`src/rtl/pic16f84_fetch_ctrl.sv`:
```
// pic16f84_fetch_ctrl: Q1..Q4 phase generator, 13-bit program counter,
// 8-level circular return stack and fetch/execute instruction register.
// Optional macro FETCH_STACK_FLAGS_EN adds sticky stack_ovf / stack_unf
// outputs backed by a saturating depth counter.
module pic16f84_fetch_ctrl #(
    parameter int              PC_W        = 13,
    parameter int              INST_W      = 14,
    parameter int              STACK_DEPTH = 8,
    parameter logic [PC_W-1:0] RESET_VEC   = 13'h000
) (
    input  logic              clk,
    input  logic              mclr_n,
    input  logic [INST_W-1:0] rom_inst,
    input  logic              jump,
    input  logic              call,
    input  logic [PC_W-1:0]   jump_addr,
    input  logic              ret,
    input  logic              pc_write,
    input  logic [PC_W-1:0]   pc_wdata,
    input  logic              skip,
    output logic              q1,
    output logic              q2,
    output logic              q3,
    output logic              q4,
    output logic [PC_W-1:0]   rom_addr,
    output logic [INST_W-1:0] ir,
    output logic              inst_valid
`ifdef FETCH_STACK_FLAGS_EN
    ,
    output logic              stack_ovf,
    output logic              stack_unf
`endif
);

    localparam int SP_W = $clog2(STACK_DEPTH);

    logic [1:0]      phase;
    logic            running;
    logic [PC_W-1:0] pc;
    logic [SP_W-1:0] sp;
    logic [SP_W-1:0] sp_prev;
    logic [PC_W-1:0] stack [STACK_DEPTH];
    logic            update;
    logic            any_change;
    logic            push;
    logic            pop;

    // The reset phase is 3 so the first edge lands on Q1; 'running' keeps that
    // first 3->0 edge from being an update edge, so cycle 1 executes a NOP.
    assign update     = running && (phase == 2'd3);
    assign any_change = ret | jump | pc_write | skip;
    assign pop        = update && ret;
    assign push       = update && !ret && jump && call;
    assign sp_prev    = sp - 1'b1;
    assign rom_addr   = pc;

    // Phase counter and registered one-hot decode of the upcoming phase
    always_ff @(posedge clk or negedge mclr_n) begin
        if (!mclr_n) begin
            phase   <= 2'd3;
            running <= 1'b0;
            q1      <= 1'b0;
            q2      <= 1'b0;
            q3      <= 1'b0;
            q4      <= 1'b0;
        end else begin
            phase   <= phase + 2'd1;
            running <= 1'b1;
            q1      <= (phase == 2'd3);
            q2      <= (phase == 2'd0);
            q3      <= (phase == 2'd1);
            q4      <= (phase == 2'd2);
        end
    end

    // PC, stack pointer and IR advance only on the Q4->Q1 edge;
    // any PC discontinuity replaces the prefetched word with a NOP
    always_ff @(posedge clk or negedge mclr_n) begin
        if (!mclr_n) begin
            pc         <= RESET_VEC;
            sp         <= '0;
            ir         <= '0;
            inst_valid <= 1'b0;
        end else if (update) begin
            if (ret) begin
                pc <= stack[sp_prev];
                sp <= sp_prev;
            end else if (jump) begin
                pc <= jump_addr;
                if (call) sp <= sp + 1'b1;
            end else if (pc_write) begin
                pc <= pc_wdata;
            end else begin
                pc <= pc + 1'b1;
            end
            ir         <= any_change ? '0 : rom_inst;
            inst_valid <= ~any_change;
        end
    end

    // Return stack storage: not cleared by reset, overwrites circularly
    always_ff @(posedge clk) begin
        if (push) stack[sp] <= pc;
    end

`ifdef FETCH_STACK_FLAGS_EN
    localparam logic [SP_W:0] DEPTH_MAX = (SP_W+1)'(STACK_DEPTH);

    logic [SP_W:0] depth;

    // Saturating occupancy count with sticky overflow/underflow flags
    always_ff @(posedge clk or negedge mclr_n) begin
        if (!mclr_n) begin
            depth     <= '0;
            stack_ovf <= 1'b0;
            stack_unf <= 1'b0;
        end else if (pop) begin
            if (depth == '0) stack_unf <= 1'b1;
            else             depth     <= depth - 1'b1;
        end else if (push) begin
            if (depth == DEPTH_MAX) stack_ovf <= 1'b1;
            else                    depth     <= depth + 1'b1;
        end
    end
`else
    // Without the flags there is no occupancy tracking; sp simply wraps.
`endif

endmodule

```
`config.mk`:
```
export PLATFORM = sky130hd
export DESIGN_NAME = pic16f84_fetch_ctrl
export DESIGN_NICKNAME = d
export VERILOG_FILES = /design/src/rtl/pic16f84_fetch_ctrl.sv
export SDC_FILE = /design/constraint.sdc
export NUM_CORES = 1
export LEC_CHECK = 0
export ABC_CLOCK_PERIOD_IN_PS = 3000
export CAP_MARGIN = 40
export CORE_MARGIN = 3
export CORE_UTILIZATION = 25
export DETAILED_ROUTE_END_ITERATION = 7
export HOLD_SLACK_MARGIN = 0.03
export SLEW_MARGIN = 25
export SYNTH_ARGS = -nofsm -noshare
export SYNTH_HDL_FRONTEND = slang
export SYNTH_SLANG_ARGS = --single-unit
```
`constraint.sdc`:
```
create_clock -name clk -period 3 [get_ports clk]
set_clock_uncertainty 0.05 [all_clocks]
set_input_delay 0.3 -clock clk [delete_from_list [all_inputs] [get_ports clk]]
set_output_delay 0.3 -clock clk [all_outputs]
set_load 0.1 [all_outputs]
```
Yosys cells after proc, flatten, opt, wreduce, memory -nomap -nowiden --
Memories as Yosys holds them, arrays and structs flattened. Index checks and enable logic that the tools add are counted.
Storage, ports and cells: bits in registers 38, bits in latches 0, memory bits (writable) 104, memory bits (read-only) 0, output and inout port bits 32, logic and storage cells 40, memories 1
Memories:
- stack | words 8, bits a word 13, rd ports 1, clocked after Yosys merged registers in 0, wr ports 1, RTL line 42 | logic [PC_W-1:0] stack [STACK_DEPTH];
Cells by class: add/sub/neg operators 4, multiply operators 0, divide/modulo/power cells 0, order comparisons 0, equality and inequality tests 3, shift-type cells 0, muxes and demuxes 9, bitwise logic cells 4, reduce and logical (&&, ||, !) cells 9
Operators by type and width (number):
- $mux W13 | 3
- $mux W14 | 1
- $add A13 B1 Y13 const B | 1
- $mux W3 | 3
- $eq A2 B2 Y1 const B | 2
- $logic_and A1 B1 Y1 | 4
- $reduce_bool A2 Y1 | 2
- $add A3 B1 Y3 const B | 1
- $or A1 B1 Y1 | 3
- $reduce_and A3 Y1 | 1
- $sub A3 B1 Y3 const B | 1
- $add A2 B1 Y2 const B | 1
- $eq A2 B1 Y1 const B | 1
- $logic_not A2 Y1 | 1
- $mux W1 | 2
- $logic_not A1 Y1 | 1
- $not A1 Y1 | 1

Depth between registers and ports, before layout --
Gate-level depths: netlist of run 1.
depth after elaboration 7, mapped depth 11

Worst setup path before layout of run 1 --
No wires, ideal clock.
kind register -> register, start register phase[0], end memory stack[5][0] (enable), data arrival time 2.279 ns, required time 2.547 ns, path slack 0.268 ns, cell stages (with the launch flop) 6, period minus slack after synthesis 2.732 ns, cell sequence dfstp_2 -> ha_1 -> and2_1 -> clkbuf_1 -> nand4_1 -> nor3b_1
Between the ends: cells in the longest elaborated chain, start to end 7
Ends and longest elaborated chain:
- start, declared | RTL line 37 | logic [1:0] phase;
- start signal, assigned | RTL line 67 | phase <= phase + 2'd1;
- $eq A2 B2 Y1 | RTL line 50 | assign update = running && (phase == 2'd3);
- $logic_and A1 B1 Y1 | RTL line 50
- $logic_and A1 B1 Y1 (3 in series) | RTL line 53 | assign push = update && !ret && jump && call;
- $mux W1 | RTL line 103 | if (push) stack[sp] <= pc;
- $mux W1 (implied by the code) | RTL line 103
- end, declared | RTL line 42
Every way passes these cells.

Worst setup path after layout of run 1 --
start register sp[1], end register pc[4], in the netlist rom_addr[4]
Between the ends: cells in the longest elaborated chain, start to end 3
Ends and longest elaborated chain:
- start, declared | RTL line 40 | logic [SP_W-1:0] sp;
- start signal, assigned | RTL line 87 | sp <= sp_prev;
- start signal, assigned | RTL line 90 | if (call) sp <= sp + 1'b1;
- $sub A3 B1 Y3 | RTL line 54 | assign sp_prev = sp - 1'b1;
- $mem_v2 Z8 W13
- $mux W13 | RTL line 85 | if (ret) begin
- end signal, assigned | RTL line 86 | pc <= stack[sp_prev];
- end signal, assigned | RTL line 89 | pc <= jump_addr;
- end signal, assigned | RTL line 92 | pc <= pc_wdata;
- end, declared | RTL line 39 | logic [PC_W-1:0] pc;
Every way passes these cells. A chain may end at the register's enable or synchronous reset.

==> qor.yml, run 1 <==
worst_setup_path:
  cp.arrival_ns: 2.77
  cp_max_fo: 10
  setup.worst_path.end_class: "flip-flop"
  reg2reg_setup_slack_ns: 0.53
  cp-startpoint: "sp[1]"
  start_kind: "flip-flop"
  crit_type: "flip-flop to flip-flop"
  r2r_start: "sp[1]"
  cp.required_ns: 3.30
floorplan:
  core_area_sq_um: 23050
  die_x_microns: 160.6
  dieArea_sq_um: 25810
  fp-row-count: 55
  num_io_pins: 79
  die_y_microns: 160.6
  start_util: 0.2593
routing:
  drc: 0
  viasPerCell: 4.715
  dr_wl_met2_microns: 7873
  ant_nets: 0
  drt_first_pass_iters: 4
  wl_microns: 15930
  drtIter0Drc: 289
  vias: 3777
  met1Wirelength_microns: 6810
  wl_met3_microns: 941
  top_layer: "met4"
  routedWlPerCell_microns: 19.89
logic_synthesis:
  syn_area_per_cell_sq_um: 16.07
  synth_top_cells_by_area: "edfxtp_1 52%, dfrtp_1 15%, mux4_2 9.0%"
  synthesis.area_sq_um: 5978
  synthDistinctLibCells: 51
  yosysTopAreaCell: "edfxtp_1"
  synth_most_common_cell: "edfxtp_1"
  synth-seq-cells: 142
  synth_warnings: 0
  synth_top_cells_by_count: "104 x edfxtp_1, 36 x dfrtp_1, 24 x mux4_2, 20 x nand2_1, 17 x o21ai_0"
  synth_top_area_share: 0.5224
  synthArstFlopShare: 0.2676
  synth_ff_type: "edfxtp_1"
  synth_edf_count: 104
  synth_nets: 426
  syn_inst: 372
  yosysSeqAreaShare: 0.6819
sta:
  fin_crit_ns: 2.468
  hold_viol: 0
  slew_headroom: 0.5563
  setup_tns_ns: 0
  timing.fmax_mhz: 405.2
  holdWs_ns: 0.2963
  rsz0062_at_grt: "no"
  worst_pin_slew_ns: 0.6631
  fin_crit_sh: 0.8227
  setup_violations: 0
  slew_viol_final: 0
cts:
  cts_sinks: 142
  clk_path_buf_depth: 2
  postCtsSetupBuffers: 0
  clk_pin_slew_ns: 0.06
  tritoncts: "built"
  ctsHoldBuffers: 1
  cts_resized: 0
  cts_buffers: 17
  clk_latency_ns: 0.42
  htreeDepth: 4
  cts-root-buf: "clkbuf_16"
cells_and_area:
  drive_above_1_share: 0.2602
  final_util: 0.3391
  diodes: 0
  fin_nets: 529
  area_growth_pct: 30.75
power:
  power.leakage_uw: 0.002826
  intPower_uw: 4590
  power_frac_seq: 0.374
  vdd_drop_max_v: 0.0004661
  powerDensity_nw_per_um2: 928.6
  switching_share: 0.3676
  clkPwrFrac: 0.296
  comb_power_share: 0.330
  switchingPower_uw: 2668
place:
  hpwl_microns: 11400
  routabilityCongestion: 0.9259
  io_buffer_count: 78
global_routing:
  grt.overflow.total: 0
  grt_pass1_vias: 3928
  grt_pass1_wl_microns: 24450
  grt_usage: 0.1260
  antenna_found_initial: 0
  grt_start_max_net_pins: 31
flow_run:
  max_cap_viol_count: 0
status:
  outcome: "completed"
worst_hold_path:
  min_path_type: "input port to asynchronous set/reset pin"
==> cell usage in the layout (no fill, tap or decap), types with 8 or more instances in the layout <==
master           synthesis  layout
nor2_1                  12      12
edfxtp_1               104     104
o21ai_0                 17      17
a22o_1                  16      16
clkdlybuf4s50_1          0      45
dfrtp_1                 36      35
a21oi_1                 14      14
inv_6                    0       8
mux4_2                  24      24
clkbuf_16                0      17
buf_4                    3      57
nand2_1                 20      20
==> state kept, by name, indices dropped and copies added, names as in the netlist <==
signal and flops:
sp 3, q1 1, q2 1, q4 1, ir 14, q3 1, inst_valid 1, stack 104
phase 2, running 1, rom_addr 13
==> metrics by stage <==
step | total power [uW] | std cells | cell area [sq um] | setup WS (ns)
final | 7258 | 801 | 7816 | 0.5318
after global routing | 7570 | 801 | 7816 | 0.3853
after CTS | 7330 | 801 | 7816 | 0.5323
after detailed placement | 5178 | 768 | 7202 | 0.5591
after global placement | 5146 | 767 | 7182 | 0.5429
after floorplan | 4377 | 372 | 5978 | 0.2685
==> worst max-delay path: stages, from the launching register on <==
cell	delay [ns]
dfrtp_1	0.51
inv_1	0.18
ha_1	0.28
xnor2_1	0.41
and2_1	0.52
a22o_1	0.25
a221oi_2	0.04
o21ai_1	0.15
==> kinds of logic after synthesis <==
logic type,Yosys count,synth area share
flops,142,0.6819
simple gates,70,0.06237
buf+inv,29,0.02407
xor+xnor,10,0.01465
mux,29,0.1044
fa+ha+maj,7,0.01465
other cells,1,0.0006273
compound gates,84,0.09732
==> power groups by stage <==
stage / clock [uW] / combinational (uW) / sequential [uW]
final: 2150 / 2390 / 2710
after CTS: 2190 / 2430 / 2710
after global placement: 0 / 2410 / 2740
after floorplan: 0 / 1070 / 3300
after detailed placement: 0 / 2430 / 2750
after global routing: 2280 / 2550 / 2740
==> path summary, 6_finish.rpt <==
kind	cells after the start	to
min	2	rom_addr[2]
min reg2reg	1	inst_valid
max	7	rom_addr[4]
max reg2reg	7	rom_addr[4]
max in group asynchronous	3	phase[1]
min in group clk	1	inst_valid
==> routing by layer <==
layer / up-vias / global-route usage
met5: - / 0
met1: 1942 / 0.1648
met2: 133 / 0.2037
li1: 1680 / -
met4: 0 / 0.03984
met3: 22 / 0.03482
==> cell type report <==
type | count | area [sq um]
fill | 2222 | 15240
sequential | 142 | 4078
multi-input combinational | 201 | 1783
timing repair buffer | 106 | 933.4
clock buffer | 17 | 425.4
tap | 313 | 391.6
clock inverter | 15 | 178.9
inverter | 7 | 26.28
Power figures use the tool's default switching activity.
==> run 2, diff against run 1 <==
- ABC_CLOCK_PERIOD_IN_PS: 3000 -> 2100
- clock period: 3 -> 2.1 ns (I/O delays scaled with it)
==> run 2 against run 1 <==
Register-to-register slack lost 0.46 ns. Final area grew 4.0%. Critical path type unchanged. Setup slack lost 0.46 ns. Via count grew 3.3%. Total power grew 47%.
==> qor.yml, run 2 (synthesis results as in run 1) <==
routing:
  ant_nets: 0  # unchanged
  viasPerCell: 4.688  # -0.59%
  drt_first_pass_iters: 5  # +1
  routedWlPerCell_microns: 19.59  # -1.5%
  wl_microns: 16300  # +2.3%
  drtIter0Drc: 317  # +9.7%
  drc: 0  # unchanged
  vias: 3900  # +3.3%
floorplan:
  core_area_sq_um: 23050  # unchanged
  start_util: 0.2593  # unchanged
  dieArea_sq_um: 25810  # unchanged
  die_x_microns: 160.6  # unchanged
  num_io_pins: 79  # unchanged
  fp-row-count: 55  # unchanged
  die_y_microns: 160.6  # unchanged
power:
  power_uw: 10650  # +47%
  vdd_drop_max_v: 0.0005932  # +27%
  power.leakage_uw: 0.002980  # +5.4%
  powerDensity_nw_per_um2: 1309  # +41%
sta:
  hold_viol: 0  # unchanged
  worst_pin_slew_ns: 0.5039  # -0.1591 ns
  fin_ws_ns: 0.07375  # -0.4581 ns
  slew_headroom: 0.6640  # +0.1077
  fin_crit_ns: 2.026  # -0.4419 ns
  timing.fmax_mhz: 493.5  # +22%
  slew_viol_final: 0  # unchanged
  rsz0062_at_grt: "no"
  fin_crit_sh: 0.9649  # +0.1422
  setup_violations: 0  # unchanged
cells_and_area:
  fin_nets: 560  # +5.9%
  layout_commonest_cell: "edfxtp_1"
  mostFrequentLayoutCells: "104 x edfxtp_1, 86 x buf_4, 45 x clkdlybuf4s50_1, 26 x dfrtp_1, 24 x mux4_2"
  area_growth_pct: 36.04
  diodes: 0  # unchanged
  registers.top_by_ff_count: "stack"
  drive_above_1_share: 0.3391  # +0.07887
  fin_cells: 832  # +3.9%
  largest_reg_flops: 104  # unchanged
cts:
  cts_buffers: 17  # unchanged
  htreeDepth: 4  # unchanged
  cts-root-buf: "clkbuf_16"
  clk_latency_ns: 0.43  # about the same
  clk_pin_slew_ns: 0.06  # about the same
  cts_sinks: 142  # unchanged
  tritoncts: "built"
  clk_path_buf_depth: 2  # unchanged
worst_setup_path:
  path_buf_inv: 1  # unchanged
  crit_type: "flip-flop to flip-flop"
  cp_slowest_cell: "dfstp_2"
  crit_family: "simple AND/OR/NAND/NOR gates"
  setup.worst_path.end_class: "flip-flop"
  cp_cell_sequence: "ha_4 > nand2_1 > nor4_4 > and3_1 > buf_4"
  cp.arrival_ns: 2.10  # -0.67 ns
  slowest_delay_ns: 0.57  # +0.05 ns
  start_kind: "flip-flop"
  cp.required_ns: 2.18  # -1.12 ns
  cp_max_fo: 7  # -3
place:
  post-place-ws_ns: -0.1379  # -0.6970 ns
  dp.cells: 798  # +3.9%
  io_buffer_count: 78  # unchanged
  routabilityCongestion: 0.8329  # -10%
  hpwl_microns: 11340  # -0.51%
worst_hold_path:
  min_path_type: "input port to asynchronous set/reset pin"
global_routing:
  grt_start_max_net_pins: 31  # unchanged
  grt_pass1_vias: 4119  # +4.9%
  grt_usage: 0.1286  # +0.002661
  antenna_found_initial: 0  # unchanged
  grt_pass1_wl_microns: 24830  # +1.6%
  grt.overflow.total: 0  # unchanged
flow_run:
  max_cap_viol_count: 0  # unchanged
status:
  outcome: "completed"
-- run 2: changes by cell type in the layout (fill, tap and decap cells not counted), sizes merged --
cell,change
inv,-2
clkinv,+4
bufinv,-2
buf,+31
-- run 2: area by class of cell --
type                            count  area, sq um
Clock inverter                     15        157.7
Fill cell                        2192        14920
Multi-Input combinational cell    201         1849
Sequential cell                   142         4089
Tap cell                          313        391.6
Timing Repair Buffer              137         1191
Clock buffer                       17        425.4
Inverter                            7        28.78
-- run 2: layer usage --
metal	part of all wire	track usage	vias to the layer above
met5	0	0	-
li1	-	-	1746
met2	0.51	0.2129	119
met1	0.42	0.1635	2011
met4	0.022	0.04852	0
met3	0.054	0.03121	24
-- run 2: per-stage QoR --
| stage | hold WS (ns) | instance area (sq um) | TNS [ns] | utilization |
|---|---|---|---|---|
| global route | 0.2546 | 8133 | 0 | 0.3528 |
| global placement | 0.1424 | 7505 | -0.008242 | 0.3255 |
| finish | 0.2276 | 8133 | 0 | 0.3528 |
| CTS | 0.2372 | 8104 | 0 | 0.3515 |
| floorplan | -0.1356 | 6096 | -5.787 | - |
| detailed placement | 0.1426 | 7505 | -6.307 | 0.3255 |
-- run 2: what timing repair did --
action,CTS,global route
pin swaps,0,1
hold buffers,1,0
setup endpoints to repair,47,28
gates resized for setup,1,2
hold endpoints to repair,17,0
buffers inserted,0,1
-- run 2: worst paths after layout --
kind / endpoint / start / slack (ns) / depth (start not counted)
setup reg to reg: stack[4][8] / phase[1] / 0.07 / 5
hold / removal: ir[0] / mclr_n / 0.23 / 2
max in group asynchronous: phase[1] / mclr_n / 1.15 / 3
min in group clk: ir[11] / rom_inst[11] / 0.33 / 2
hold reg to reg: inst_valid / inst_valid / 0.43 / 1
setup / recovery: stack[4][8] / phase[1] / 0.07 / 5
-- run 2: power by group --
group | switching, uW | leakage (uW) | internal, uW
registers | 172 | 0.00140 | 3460
logic | 2540 | 0.00129 | 1540
clock network | 1270 | 0.000284 | 1670
